## config.mk

```make
export PLATFORM = sky130hd
export DESIGN_NAME = spi_slave_rx_tx
export DESIGN_NICKNAME = d
export VERILOG_FILES = /design/src/rtl/spi_slave_rx_tx.sv
export SDC_FILE = /design/constraint.sdc
export NUM_CORES = 1
export LEC_CHECK = 0
export CORE_ASPECT_RATIO = 1.75
export CORE_MARGIN = 2
export CORE_UTILIZATION = 45
export CTS_BUF_LIST = sky130_fd_sc_hd__clkbuf_4
export DETAILED_ROUTE_END_ITERATION = 10
export PLACE_DENSITY = 0.66
export REMOVE_ABC_BUFFERS = 1
export SLEW_MARGIN = 5
export SYNTH_ARGS = -nofsm -noshare
export SYNTH_HDL_FRONTEND = slang
export SYNTH_SLANG_ARGS = --single-unit
```

## constraint.sdc

```tcl
create_clock -name sclk_i -period 2.7 [get_ports sclk_i]
set_input_delay 0.81 -clock sclk_i [delete_from_list [all_inputs] [get_ports sclk_i]]
set_output_delay 0.81 -clock sclk_i [all_outputs]
set_load 0.005 [all_outputs]
```

## src/rtl/spi_slave_rx_tx.sv

```systemverilog
// -----------------------------------------------------------------------------
// spi_slave_rx_tx
// SPI slave endpoint on the sclk domain. Shifts a byte in from mosi (LSB first)
// while returning the preloaded transmit byte on miso (LSB first) in the same
// frame. Completed bytes enter a small receive FIFO drained by a valid/ready
// consumer.
//
// Ports
//   sclk_i        sole clock, rising edge
//   rst_i         synchronous active-high reset
//   ss_i          slave select, active low
//   mosi_i        serial data in, LSB first
//   miso_o        serial data out, LSB first (combinational)
//   tx_data_i     byte to return in the next frame
//   tx_load_i     load tx_data_i into the transmit buffer while tx_ready_o
//   tx_ready_o    high while idle
//   rx_data_o     FIFO head byte
//   rx_valid_o    FIFO not empty
//   rx_ready_i    consumer pops head when rx_valid_o && rx_ready_i
//   rx_overrun_o  one-cycle pulse: completed byte dropped because FIFO full
//   frame_err_o   one-cycle pulse: ss rose before 8 bits were received
// -----------------------------------------------------------------------------
module spi_slave_rx_tx #(
    parameter int FIFO_DEPTH = 4
) (
    input  logic       sclk_i,
    input  logic       rst_i,
    input  logic       ss_i,
    input  logic       mosi_i,
    output logic       miso_o,
    input  logic [7:0] tx_data_i,
    input  logic       tx_load_i,
    output logic       tx_ready_o,
    output logic [7:0] rx_data_o,
    output logic       rx_valid_o,
    input  logic       rx_ready_i,
    output logic       rx_overrun_o,
    output logic       frame_err_o
);

    localparam int AW = $clog2(FIFO_DEPTH);
    localparam logic [AW:0] PTR_ONE = {{AW{1'b0}}, 1'b1};

    typedef enum logic [1:0] {
        ST_IDLE    = 2'd0,
        ST_SHIFT   = 2'd1,
        ST_WAIT_HI = 2'd2
    } state_e;

    state_e      state_q;
    state_e      state_d;
    logic [2:0]  bit_cnt_q;
    logic [7:0]  rx_shift_q;
    logic [7:0]  tx_buf_q;
    logic        post_rst_q;   // high only on the first edge after reset
    logic        overrun_q;
    logic        frame_err_q;
    logic [7:0]  fifo_q [FIFO_DEPTH];
    logic [AW:0] wr_ptr_q;
    logic [AW:0] rd_ptr_q;

    logic        fifo_empty_s;
    logic        fifo_full_s;
    logic        push_s;
    logic        pop_s;
    logic        wr_en_s;
    logic [7:0]  push_byte_s;

    // FIFO status and handshake decode
    assign fifo_empty_s = (wr_ptr_q == rd_ptr_q);
    assign fifo_full_s  = (wr_ptr_q[AW] != rd_ptr_q[AW]) &&
                          (wr_ptr_q[AW-1:0] == rd_ptr_q[AW-1:0]);
    assign push_s       = (state_q == ST_SHIFT) && !ss_i && (bit_cnt_q == 3'd7);
    assign pop_s        = !fifo_empty_s && rx_ready_i;
    // A pop on the same edge frees the slot a full FIFO needs for the push
    assign wr_en_s      = push_s && (!fifo_full_s || pop_s);

    // Completed byte: bits 0..6 already shifted, bit 7 is on mosi right now
    always_comb begin
        push_byte_s    = rx_shift_q;
        push_byte_s[7] = mosi_i;
    end

    assign rx_valid_o   = !fifo_empty_s;
    assign rx_data_o    = fifo_q[rd_ptr_q[AW-1:0]];
    assign rx_overrun_o = overrun_q;
    assign frame_err_o  = frame_err_q;

    // FSM state register
    always_ff @(posedge sclk_i) begin
        if (rst_i) begin
            state_q <= ST_IDLE;
        end else begin
            state_q <= state_d;
        end
    end

    // FSM next-state logic
    always_comb begin
        state_d = state_q;
        case (state_q)
            ST_IDLE: begin
                // A frame already in progress when reset released is skipped
                if (!ss_i) begin
                    state_d = post_rst_q ? ST_WAIT_HI : ST_SHIFT;
                end else begin
                    state_d = ST_IDLE;
                end
            end
            ST_SHIFT: begin
                if (ss_i) begin
                    state_d = ST_IDLE;
                end else if (bit_cnt_q == 3'd7) begin
                    state_d = ST_WAIT_HI;
                end else begin
                    state_d = ST_SHIFT;
                end
            end
            ST_WAIT_HI: begin
                if (ss_i) begin
                    state_d = ST_IDLE;
                end else begin
                    state_d = ST_WAIT_HI;
                end
            end
            default: state_d = ST_IDLE;
        endcase
    end

    // FSM outputs: tx_ready and the miso bit presented for the next sample
    always_comb begin
        tx_ready_o = (state_q == ST_IDLE);
        miso_o     = tx_buf_q[0];
        if (ss_i) begin
            miso_o = tx_buf_q[0];
        end else begin
            case (state_q)
                ST_IDLE:    miso_o = tx_buf_q[1];
                ST_SHIFT:   miso_o = tx_buf_q[bit_cnt_q];
                ST_WAIT_HI: miso_o = tx_buf_q[7];
                default:    miso_o = tx_buf_q[0];
            endcase
        end
    end

    // Shift register, bit counter, transmit buffer and status pulses
    always_ff @(posedge sclk_i) begin
        if (rst_i) begin
            bit_cnt_q   <= 3'd0;
            rx_shift_q  <= 8'd0;
            tx_buf_q    <= 8'd0;
            post_rst_q  <= 1'b1;
            overrun_q   <= 1'b0;
            frame_err_q <= 1'b0;
        end else begin
            post_rst_q  <= 1'b0;
            overrun_q   <= push_s && fifo_full_s && !pop_s;
            frame_err_q <= (state_q == ST_SHIFT) && ss_i;
            if (tx_load_i && (state_q == ST_IDLE)) begin
                tx_buf_q <= tx_data_i;
            end
            case (state_q)
                ST_IDLE: begin
                    if (!ss_i && !post_rst_q) begin
                        rx_shift_q <= {7'd0, mosi_i};
                        bit_cnt_q  <= 3'd1;
                    end
                end
                ST_SHIFT: begin
                    if (ss_i) begin
                        rx_shift_q <= 8'd0;
                        bit_cnt_q  <= 3'd0;
                    end else begin
                        rx_shift_q[bit_cnt_q] <= mosi_i;
                        // wraps to 0 after bit 7, ready for the next frame
                        bit_cnt_q <= bit_cnt_q + 3'd1;
                    end
                end
                ST_WAIT_HI: begin
                    bit_cnt_q <= 3'd0;
                end
                default: begin
                    bit_cnt_q  <= 3'd0;
                    rx_shift_q <= 8'd0;
                end
            endcase
        end
    end

    // Receive FIFO storage and pointers
    always_ff @(posedge sclk_i) begin
        if (rst_i) begin
            wr_ptr_q <= '0;
            rd_ptr_q <= '0;
            for (int i = 0; i < FIFO_DEPTH; i++) begin
                fifo_q[i] <= 8'd0;
            end
        end else begin
            if (wr_en_s) begin
                fifo_q[wr_ptr_q[AW-1:0]] <= push_byte_s;
                wr_ptr_q <= wr_ptr_q + PTR_ONE;
            end
            if (pop_s) begin
                rd_ptr_q <= rd_ptr_q + PTR_ONE;
            end
        end
    end

endmodule

```

==> impl.org, run 1 <==
** Place
- The number of placed instances, taps included, is 368.
- Detailed placement ended at an HPWL of about 4000 µm.
- The congestion estimate from routability-driven global placement came to 0.787.
- At the placement stage, the worst setup path has a slack of -280 ps.
- Post-DP Area :: between 0.003 and 0.004 mm²
- The count of buffers added on input and output ports is 26.

** Route
- After detailed routing, the wire length on met1 is a little under 2000 µm.
- Met3 wire length :: 194 µm
- The detail route stage leaves a number of antenna-violating nets equal to 0.
- DRC viols :: 0
- Wire length per cell after detailed routing :: 13.3 µm
- Via count :: between 1500 and 2000
- The first TritonRoute pass finished after 4 iterations.
- In this run, the number of DRC markers left after iteration 0 of detailed routing was 51.
- Length of routed met2 wiring :: 2930 µm
- Via density :: between 5 and 6
- Topmost layer with routed signal wires :: met4
- The final layout contains routed wiring with a total length of around 5200 µm.

** Layout
- Number of antenna cells inserted :: 0
- Number of nets in the layout :: 320
- Fillcell total :: about 590
- Final design area excluding fillers :: roughly 0.0036 mm²
- The finished layout holds 389 standard cells, fillers aside.
- Ratio of cells with drive above 1 in the final layout :: 20.8%
- Synth-to-Final Area Change :: 22.2%

** STA
- The hold violation total from the final report was 0.
- Of the available clock period, the critical path in the final layout requires 97.3%.
- Setup violations remaining at the end of the flow were counted as 0.
- In the post-route analysis, the smallest setup slack over all paths is approximately 74 ps.
- The count of pins over their slew limit is 0.
- Period minus WS final :: between 2000 and 3000 ps
- Transition time of the tightest slew-check pin :: between 400 and 500 ps
- Largest clock skew in the final design :: 11.9 ps
- Total negative slack for setup checks :: 0 ps
- Slew Limit Headroom :: between 70% and 80%
- Unrepaired setup endpoints after global routing :: yes
- Fmax :: 381 MHz

** Critical path
- STA puts the critical path data arrival time at 1820 ps.
- Of all nets on the critical path, the largest fanout is 3.
- Among all stages on the critical path, the largest delay is contributed by sky130_fd_sc_hd__mux4_2.
- STA puts the critical path data required time at 1890 ps.
- Largest incremental delay on the critical path :: about 500 ps
- The worst setup path is launched from a flip-flop.
- Critical-path cell list :: mux4_2 > mux2i_2 > a31oi_1 > clkdlybuf4s15_1
- STA classifies the critical path endpoint as an output pin.
- The setup path with the least slack is of type reg -> out.

** Global routing
- Overall global routing resource usage :: between 10% and 20%
- The initial antenna violation count came to 0.
- Entering global routing, the biggest net connects 24 pins.
- Wire length of the first global-routing pass :: ~9000 µm
- Number of global-route vias before repair :: approximately 1900
- Global routing finished with a remaining overflow of 0.

** Floorplanning
- Floorplan die area :: ~0.0072 mm²
- The initial utilization of the core area, before any placement, comes to between 40% and 50%.
- Height of the die :: 111 µm
- Num ports :: 27
- The total area inside the core boundary comes to roughly 0.0064 mm².
- From left edge to right edge, the die measures about 65 µm.
- The floorplan has 39 rows.

** Synthesis
- Gate count after technology mapping :: ~260
- Dominant synthesized flop cell :: sky130_fd_sc_hd__edfxtp_1
- Synthesis Warnings :: 0
- Synthesized area divided by synthesized cell count :: ~12 µm²
- In this run the cell area of the synthesized design comes to approximately 0.0029 mm².
- In this run, synthesis produced a sequential element count of 63.
- Sequential fraction of the synthesis area :: 53.7%
- Of all flip-flops after synthesis, the portion carrying an async set or reset was 0%.
- Yosys mapped the design onto 45 distinct sky130hd cell types.
- Number of enable flip-flop cells after synthesis :: 32

** CTS
- CTS saw 63 sinks.
- H-tree depth reported by CTS :: 3
- For the worst-skew pair, the clock arrives at the later sink with an insertion delay of about 400 ps.
- Number of buffers added to fix hold violations after cts :: 0
- After clock tree synthesis, the clock-pin slew on the worst setup and hold paths is between 100 and 150 ps.
- TritonCTS Buffers :: 9
- Root buffer selected by CTS :: sky130_fd_sc_hd__clkbuf_4
- Largest buffer count on any clock path :: 2
- Clock tree from TritonCTS :: yes

** Job
- Number of max-cap violations :: 0

** Status
- The run finished with clean final reports.

** Power
- The analysis attributes to cell leakage a power of about 1.4 nW.
- Power density over the cells :: between 500 and 600 mW/mm²
- Peak supply drop :: about 0.33 mV

** Worst hold path
- Class of the worst hold path :: reg -> reg
[logic make-up (layout without fill, tap and decap cells)]
family          count (synthesis)  in the layout  share of synthesized area [%]
buf+inv                        18             69                           2.29
compound gates                 43             43                           9.21
simple gates                  107            107                           21.5
flops                          63             63                           53.7
mux                            14             14                           9.04
xor+xnor                        7              7                           2.59
fa+ha+maj                       4              4                           1.70
[power breakdown]
group	internal (mW)	switching, mW	leakage [nW]	total (mW)
registers	1.03	0.0178	0.567	1.05
clock network	0.287	0.339	0.0661	0.627
logic	0.0708	0.0639	0.741	0.135
[stage by stage]
step	util, %	hold WS (ps)	total power [mW]
after global routing	55.9	476	1.89
after detailed placement	52.9	447	1.21
after global placement	52.9	439	1.21
after floorplan	-	427	1.13
after CTS	55.3	462	1.84
final	55.9	457	1.81
[worst max-delay path, delay by kind of cell (launching register included)]
family | cells | cell delay (ps)
buffers and inverters | 1 | 210
AO/OA/AOI/OAI | 1 | 100
flip-flops | 1 | 380
multiplexers | 2 | 710
[cell usage after synthesis (2+ instances only)]
cell type                  number  area share [%]
sky130_fd_sc_hd__nor4b_4        2             1.6
sky130_fd_sc_hd__ha_1           4             1.7
sky130_fd_sc_hd__o21ai_0        8             1.4
sky130_fd_sc_hd__xor2_2         2             1.1
sky130_fd_sc_hd__buf_1          2            0.25
sky130_fd_sc_hd__inv_1          3            0.38
sky130_fd_sc_hd__clkbuf_1      13             1.7
sky130_fd_sc_hd__dfxtp_1       31              21
sky130_fd_sc_hd__nor2_1        18             2.3
sky130_fd_sc_hd__a21oi_1       22             3.7
sky130_fd_sc_hd__and2_1        34             7.2
sky130_fd_sc_hd__and3b_1        2            0.59
sky130_fd_sc_hd__nand3_1        3            0.51
sky130_fd_sc_hd__edfxtp_1      32              33
sky130_fd_sc_hd__a22oi_1        2            0.51
sky130_fd_sc_hd__mux2i_1        3             1.0
sky130_fd_sc_hd__a21o_1         2            0.51
sky130_fd_sc_hd__mux4_2        10             7.6
sky130_fd_sc_hd__nand2_1       22             2.8
sky130_fd_sc_hd__or2_2          2            0.42
sky130_fd_sc_hd__nor2b_1        3            0.64
sky130_fd_sc_hd__nor3_1         7             1.2
sky130_fd_sc_hd__xor2_1         4             1.2
sky130_fd_sc_hd__nor3b_1        3            0.76
sky130_fd_sc_hd__or3_1          2            0.42
[layer usage]
layer	vias up	global-route usage (%)
li1	1013	-
met1	932	17.2
met2	33	29.3
met3	7	4.67
met4	0	7.08
met5	-	0
[sequential cells by signal (all words and copies together) (netlist names), named ones only]
signal and count:
state_q 2, bit_cnt_q 3, fifo_q 32, rd_ptr_q 3, tx_buf_q 8, rx_overrun_o 1
rx_shift_q 7, frame_err_o 1, post_rst_q 1, wr_ptr_q 3
[worst paths after layout]
check | startpoint | to | slack [ps] | depth (start not counted)
max | bit_cnt_q[0] | miso_o | 70 | 4
min | tx_buf_q[6] | tx_buf_q[6] | 460 | 2
max reg2reg | bit_cnt_q[1] | fifo_q[2][7] | 480 | 7
min reg2reg | tx_buf_q[6] | tx_buf_q[6] | 460 | 2
[cells in the final DEF (no fill, tap or decap), types with 2 or more instances in the layout]
cell	synthesis	final
sky130_fd_sc_hd__and3b_1	2	2
sky130_fd_sc_hd__or2_2	2	2
sky130_fd_sc_hd__clkbuf_4	0	10
sky130_fd_sc_hd__dlygate4sd2_1	0	2
sky130_fd_sc_hd__buf_4	0	22
sky130_fd_sc_hd__o21ai_0	8	8
sky130_fd_sc_hd__nor2_1	18	18
sky130_fd_sc_hd__dlymetal6s2s_1	0	4
sky130_fd_sc_hd__xor2_1	4	4
sky130_fd_sc_hd__inv_1	3	3
sky130_fd_sc_hd__mux2i_1	3	2
sky130_fd_sc_hd__clkinvlp_4	0	3
sky130_fd_sc_hd__clkdlybuf4s50_1	0	19
sky130_fd_sc_hd__a22oi_1	2	2
sky130_fd_sc_hd__nor4b_4	2	2
sky130_fd_sc_hd__nand3_1	3	3
sky130_fd_sc_hd__nor3_1	7	7
sky130_fd_sc_hd__or3_1	2	2
sky130_fd_sc_hd__nor3b_1	3	3
sky130_fd_sc_hd__ha_1	4	4
sky130_fd_sc_hd__xor2_2	2	2
sky130_fd_sc_hd__a21oi_1	22	22
sky130_fd_sc_hd__edfxtp_1	32	32
sky130_fd_sc_hd__nand2_1	22	22
sky130_fd_sc_hd__dfxtp_1	31	29
sky130_fd_sc_hd__and2_1	34	34
sky130_fd_sc_hd__mux4_2	10	10
sky130_fd_sc_hd__nor2b_1	3	3
sky130_fd_sc_hd__a21o_1	2	2
[cell type report]
type | instances | area, µm² | area share, %
Timing Repair Buffer | 50 | 464 | 12.9
Multi-Input combinational cell | 175 | 1300 | 36.1
Clock buffer | 10 | 75.1 | 2.08
Clock inverter | 6 | 61.3 | 1.70
Tap cell | 82 | 103 | 2.85
Inverter | 3 | 11.3 | 0.312
Sequential cell | 63 | 1590 | 44.0
[repair_timing]
action | CTS | global route
buffers inserted | 1 | 4
setup endpoints to repair | 10 | 7
resized for setup | 9 | 4
pin swaps | 1 | 0
Power figures use the tool's default switching activity.
==> run 2, diff against run 1 <==
--- a/config.mk
+++ b/config.mk
@@ -7,10 +7,10 @@
 export LEC_CHECK = 0
 export CORE_ASPECT_RATIO = 1.75
 export CORE_MARGIN = 2
-export CORE_UTILIZATION = 45
+export CORE_UTILIZATION = 25
 export CTS_BUF_LIST = sky130_fd_sc_hd__clkbuf_4
 export DETAILED_ROUTE_END_ITERATION = 10
-export PLACE_DENSITY = 0.66
+export PLACE_DENSITY = 0.42
 export REMOVE_ABC_BUFFERS = 1
 export SLEW_MARGIN = 5
 export SYNTH_ARGS = -nofsm -noshare
==> impl.org, run 2 (synthesized netlist as in run 1, its figures left out) <==
** Status
- Outcome :: finished, final reports clean

** Critical path
- Worst path buffer plus inverter count :: 2 (+1)
- Among all stages on the critical path, the largest delay is contributed by sky130_fd_sc_hd__clkdlybuf4s50_1.
- The signal on the critical path passes through clkdlybuf4s50_1 > a21oi_1 > o32ai_1 > a31oi_1 > clkbuf_2.
- The instance count on the critical path came to 5 (+1).
- Startpoint type of the worst setup path :: primary input
- Type of element capturing the critical path :: output pin
- The setup path with the least slack is of type in -> out.
- The data required time of the worst path came to 1890 ps (about the same).
- The biggest cell delay along the critical path was 460 ps (-50 ps).
- The worst reg-to-reg setup slack came to 450 ps (-30 ps).
- Top delay family on crit path :: buffers and inverters
- Critical path arrival :: 1780 ps (-40 ps)
- The number of cell instances on the worst register-to-register path is 7 (unchanged).
- The largest fanout of any net on the critical path is 4 (+1).

** Floorplanning
- The number of placement rows was 52 (+33%).
- The I/O pin count is 27 (unchanged).
- The floorplan die width came to 86.1 µm (+32%).
- Height of the die :: 148 µm (+33%)
- The die footprint is 0.0127 mm² (+76%).
- The effective utilization at floorplan came to 25.6% (-20 points).
- Core region area :: 0.0115 mm² (+79%)

** Global routing
- The maximum number of pins on one net before global-route repair came to 23 (-4.2%).
- The wire length of the first global-routing pass was 10500 µm (+16%).
- Number of global-route vias before repair :: 2073 (+6.5%)
- Overflow left after global routing :: 0 (unchanged)
- The initial antenna violation count came to 1 (+1).
- The global routing usage summed across all routing layers is 10.9% (-5.4 points).

** CTS
- Clock latency reported for the late side of the worst-skew pair :: 420 ps (about the same)
- The largest buffer count on any clock path is 2 (unchanged).
- The number of CTS-inserted buffers is 9 (unchanged).
- TritonCTS built the clock tree.
- Clock edge transition at the registers on the reported setup and hold paths :: 110 ps (about the same)
- H-tree depth reported by CTS :: 3 (unchanged)
- Total number of clock tree sinks :: 63 (unchanged)
- Root buffer selected by CTS :: sky130_fd_sc_hd__clkbuf_4

** Layout
- Registers with the most flip-flops :: fifo_q x32, tx_buf_q x8, rx_shift_q x7
- The fraction of final layout cells sized beyond drive strength 1 came to 22.8% (+2.0 points).
- Number of nets in the layout :: 324 (+1.3%)
- The post-route cell area was 0.00370 mm² (+2.7%).
- The area growth from synthesis to layout is 25.6%.
- Register with the most flip-flops :: fifo_q
- The flip-flop count of the largest register, all copies and words added came to 32 (unchanged).
- Most frequent standard cell in the layout excluding fill and tap cells :: sky130_fd_sc_hd__and2_1
- Leading cell types in the layout, fill and taps excluded :: sky130_fd_sc_hd__and2_1 (34), sky130_fd_sc_hd__edfxtp_1 (32), sky130_fd_sc_hd__dfxtp_1 (27), sky130_fd_sc_hd__buf_4 (26)

** Power
- The relative contribution of the clock network to total power was 35.6% (+1.0 points).
- The leakage dissipation is 1.39 nW (+1.4%).
- The overall power of the completed layout was 1.85 mW (+2.1%).
- The design internal power is 1.39 mW (-0.31%).
- Power density over the cells :: 500 mW/mm² (-0.62%)
- The sequential cell fraction of total power is 56.7% (-1.3 points).
- The largest vdd supply drop came to 0.204 mV (-38%).
- Switching Share :: 25.0% (+1.8 points)
- Power dissipated by switching net loads :: 464 µW (+10%)
- The share of power burned in combinational logic was 7.6% (+0.2 points).

** STA
- The count of pins over their slew limit is 0 (unchanged).
- Period minus WS final :: 2590 ps (-32.5 ps)
- The top achievable clock speed came to 386 MHz (+1.3%).
- Fraction of the cycle the final worst path needs :: 96.1% (-1.2 points)
- Number of hold-slack violations in the final timing report :: 0 (unchanged)
- Slew Limit Headroom :: 69.5% (-0.65 points)
- Final setup margin :: 106 ps (+32.5 ps)
- Unrepaired setup endpoints after global routing :: no
- The worst clock skew came to 16.8 ps (+4.89 ps).
- The count of final setup violators was 0 (unchanged).
- The slew at the pin closest to its max-slew limit is 452 ps (+9.57 ps).

** Worst hold path
- Number of stages on the worst hold path :: 2 (unchanged)
- Class of the worst hold path :: reg -> reg

** Route
- DRC viols :: 0 (unchanged)
- The post-detailed-route count of antenna-violating nets came to 0 (unchanged).
- The average wire length per cell after detail routing is 14.1 µm (+6.0%).
- Number of iterations in the first detailed-routing pass :: 4 (unchanged)
- Post-Route WL :: 6300 µm (+22%)
- Via density :: 4.55 (-11%)
- Initial drt markers :: 98 (+92%)
- Via count :: 2035 (+2.5%)

** Place
- The half-perimeter wire length after detailed placement came to 4770 µm (+22%).
- The count of input and output buffers came to 26 (unchanged).
- Dpl ws :: -265 ps (+15.0 ps)
- Final weighted congestion in routability-driven placement :: 0.725 (-7.9%)
- The total placed instance area came to 0.00350 mm² (+2.6%).

** Job
- The max-capacitance violation count was 0 (unchanged).
run 2: cell count changes in the layout (fill, tap and decap cells not counted), sizes merged:
| cell | before | now |
|---|---|---|
| clkdlybuf4s15 | 1 | 0 |
| dlygate4sd2 | 2 | 8 |
| clkinv | 2 | 4 |
| dlymetal6s2s | 4 | 1 |
| clkdlybuf4s50 | 19 | 16 |
| diode | 0 | 1 |
| inv | 3 | 4 |
| clkinvlp | 3 | 1 |
| buf | 24 | 28 |
run 2: power by group through the flow:
stage          logic (mW)  clock network (mW)  registers [mW]
6_report            0.141               0.660            1.05
5_1_grt             0.158               0.739            1.06
4_1_cts             0.146               0.687            1.05
3_5_place_dp        0.148                   0            1.07
3_3_place_gp        0.148                   0            1.07
2_1_floorplan      0.0612                   0            1.07
run 2: routing by layer:
metal	global-route usage (%)	wire length [µm]
met1	10.6	2340
met2	20.0	3540
met3	3.57	236
met4	5.63	193
met5	0	0
run 2: final cells by class:
cell class                 instances  area, µm²
fill                            1211       7810
clock inverter                     7       72.6
sequential                        63       1590
tap                              135        169
antenna                            1       2.50
inverter                           3       11.3
timing repair buffer              54        474
multi-input combinational        175       1310
clock buffer                       9       67.6
run 2: worst paths after layout:
path	startpoint	end
min	tx_buf_q[5]	tx_buf_q[5]
max reg2reg	bit_cnt_q[1]	fifo_q[2][4]
min reg2reg	tx_buf_q[5]	tx_buf_q[5]
max	ss_i	miso_o
run 2: worst reg2reg max path: cells and delay by family (launching register included):
family | cells | cell delay [ps]
simple gates | 3 | 730
flops | 1 | 560
fa+ha+maj | 2 | 440
compound gates | 1 | 130
buf+inv | 1 | 130
run 2: repair_timing:
item,in CTS,in global routing
buffers inserted,6,0
hold buffers,0,0
setup endpoints to repair,10,3
pin swaps,1,1
cloned,0,0
gates resized for setup,15,6
run 2: through the flow:
stage / cells / setup TNS, ps / hold WS (ps) / utilization (%)
2_1_floorplan: 241 / 0 / 427 / -
3_3_place_gp: 424 / -1970 / 442 / 30.4
3_5_place_dp: 424 / -2550 / 451 / 30.4
4_1_cts: 446 / -33.3 / 467 / 32.0
5_1_grt: 447 / 0 / 483 / 32.1
6_report: 447 / 0 / 464 / 32.1
==> run 3, diff against run 2 <==
--- a/config.mk
+++ b/config.mk
@@ -6,7 +6,6 @@
 export NUM_CORES = 1
 export LEC_CHECK = 0
 export CORE_ASPECT_RATIO = 1.75
-export CORE_MARGIN = 2
 export CORE_UTILIZATION = 25
 export CTS_BUF_LIST = sky130_fd_sc_hd__clkbuf_4
 export DETAILED_ROUTE_END_ITERATION = 10
==> impl.org, run 3 (synthesized netlist as in run 1, its figures left out) <==
** Power
- Power, Total :: 1.85 mW (-0.18%)
- Power density over the cells :: 497 mW/mm² (-0.72%)
- The leakage dissipation came to 1.42 nW (+1.6%).
- Switching Share :: 24.9% (-0.11 points)
- Comb pwr share :: 7.7% (about the same)
- The largest vdd supply drop came to 0.186 mV (-8.6%).
- Clock network fraction of design power :: 35.5% (about the same)
- The switching power is 461 µW (-0.62%).
- Design internal power :: 1.39 mW (about the same)
- Fraction of power consumed by sequential logic :: 56.8% (about the same)

** STA
- The top achievable clock speed came to 386 MHz (+0.12%).
- The aggregate negative setup slack is 0 ps (unchanged).
- Unrepaired setup endpoints after global routing :: no
- Number of hold-slack violations in the final timing report :: 0 (unchanged)
- Fraction of the cycle the final worst path needs :: 96.0% (-0.12 points)
- The post-route minimum period is 2590 ps (-3.12 ps).
- The count of final setup violators is 0 (unchanged).
- Transition time of the tightest slew-check pin :: 435 ps (-17.4 ps)
- The worst clock skew was 12.9 ps (-3.82 ps).
- The headroom to the max-slew limit is 70.6% (+1.2 points).
- Number of pins with negative max-slew slack in the final report :: 0 (unchanged)

** Critical path
- Startpoint type of the worst setup path :: flip-flop
- The data required time of the worst path is 1890 ps (about the same).
- STA classifies the critical path endpoint as an output pin.
- Max Fanout on Critical Path :: 7 (+3)
- Path type of the worst setup path :: reg -> out
- The data arrival at the endpoint of the critical path was 1780 ps (about the same).

** Layout
- fifo_q holds more flip-flops than any other register.
- Ratio of cells with drive above 1 in the final layout :: 23.5% (+0.64 points)
- The post-layout instance count excluding filler cells was 447 (unchanged).
- Number of nets in the layout :: 324 (unchanged)
- Number of flip-flops under the largest register name :: 32 (unchanged)
- The largest registers in the layout are fifo_q x32, tx_buf_q x8, rx_shift_q x7.
- The utilization after layout is 32.3% (+0.17 points).
- Leaving out fill and tap cells, the most frequent cell in the layout is sky130_fd_sc_hd__and2_1.
- The final-layout fill cell count was 1160 (-4.2%).
- The post-route cell area is 0.00372 mm² (+0.54%).
- Leading cell types in the layout, fill and taps excluded :: sky130_fd_sc_hd__and2_1 (34), sky130_fd_sc_hd__edfxtp_1 (32), sky130_fd_sc_hd__dfxtp_1 (26), sky130_fd_sc_hd__buf_4 (26)
- From synthesis to final layout, the design area changed by 26.3%.

** CTS
- The total of hold buffers inserted after clock tree synthesis was 0 (unchanged).
- The clock sink count is 63 (unchanged).
- The clock-pin slew reported for the worst setup and hold paths after clock tree synthesis was 110 ps (about the same).
- Clock latency reported for the late side of the worst-skew pair :: 420 ps (about the same)
- The largest buffer count on any clock path is 2 (unchanged).
- H-tree depth reported by CTS :: 3 (unchanged)
- The cell sitting at the root of the clock tree is a sky130_fd_sc_hd__clkbuf_4.
- Clock tree from TritonCTS :: yes
- The number of CTS-inserted buffers was 9 (unchanged).

** Route
- Post-detailed-route count of antenna-violating nets :: 0 (unchanged)
- DRC viols :: 2 (+2)
- Post-Route WL :: 6270 µm (-0.48%)
- Via density :: 4.47 (-1.8%)
- Initial drt markers :: 64 (-35%)
- Via count :: 1999 (-1.8%)
- Wire length per cell after detailed routing :: 14.0 µm (-0.48%)
- Number of iterations in the first detailed-routing pass :: 7 (+3)

** Floorplanning
- The die footprint is 0.0122 mm² (-3.6%).
- The I/O pin count came to 27 (unchanged).
- The vertical die dimension came to 146 µm (-1.4%).
- The effective utilization at floorplan was 25.6% (unchanged).
- Core region area :: 0.0115 mm² (unchanged)
- X dimension of the die :: 84.1 µm (-2.3%)
- The number of placement rows came to 52 (unchanged).

** Worst hold path
- The tightest min-delay check is of the reg -> reg type.

** Place
- Final weighted congestion in routability-driven placement :: 0.741 (+2.3%)
- The cell count after placement is 425 (+0.24%).
- DP Wirelength :: 4780 µm (+0.17%)
- I/O Buffers :: 26 (unchanged)
- The total placed instance area was 0.00351 mm² (+0.21%).

** Status
- The run finished, with violations left.
- The checks that failed: design-rule violations.

** Job
- The max-capacitance violation count is 0 (unchanged).

** Global routing
- Pin count of the biggest net entering global routing :: 23 (unchanged)
- The via count of the first global-routing pass is 2109 (+1.7%).
- Overflow left after global routing :: 0 (unchanged)
- Antenna violations before repair :: 1 (unchanged)
- Overall global routing resource usage :: 11.4% (+0.49 points)
- The wire length of the first global-routing pass is 10600 µm (+0.79%).
[run 3: what timing repair did]
item	4_1_cts	5_1_grt
buffers inserted	5	0
resized for setup	16	8
pin swaps	1	0
setup endpoints to repair	10	3
[run 3: layout make-up]
| class | instances | area [µm²] | share of cell area, % |
|---|---|---|---|
| repair buffers | 54 | 480 | 12.9 |
| flip-flops and latches | 63 | 1590 | 42.8 |
| diodes | 1 | 2.50 | 0.0672 |
| clock buffers | 9 | 67.6 | 1.82 |
| clock inverters | 7 | 73.8 | 1.98 |
| multi-input cells | 175 | 1330 | 35.6 |
| well taps | 135 | 169 | 4.54 |
| inverters | 3 | 11.3 | 0.303 |
[run 3: final timing paths]
path	from	endpoint	slack, ps	depth (start not counted)
max	flip-flop	rx_data_o[3]	110	4
min	tx_buf_q[5]	tx_buf_q[5]	460	2
min reg2reg	tx_buf_q[5]	tx_buf_q[5]	460	2
max reg2reg	bit_cnt_q[1]	fifo_q[2][0]	450	7
[run 3: metrics by stage]
step / hold WS (ps) / worst slack [ps]
final: 462 / 109
after CTS: 468 / -4.49
after global routing: 496 / 1.80
after global placement: 443 / -260
after detailed placement: 451 / -257
after floorplan: 427 / 429
[run 3: worst max-delay path, stage by stage, from the launching register on]
cell and delay [ps]:
sky130_fd_sc_hd__dfxtp_1 340, sky130_fd_sc_hd__buf_6 140, sky130_fd_sc_hd__buf_4 130, sky130_fd_sc_hd__mux4_2 490, sky130_fd_sc_hd__dlygate4sd2_1 270
[run 3: power by group through the flow]
| stage | Combinational [mW] | Clock [mW] | Sequential [mW] |
|---|---|---|---|
| finish | 0.142 | 0.657 | 1.05 |
| global route | 0.158 | 0.722 | 1.06 |
| CTS | 0.146 | 0.682 | 1.05 |
| detailed placement | 0.148 | 0 | 1.07 |
| global placement | 0.148 | 0 | 1.07 |
| floorplan | 0.0612 | 0 | 1.07 |
[run 3: routing by layer]
metal	track usage, %	wire, µm
met1	11.1	2320
met2	21.7	3570
met3	3.18	215
met4	5.52	167
met5	0	0
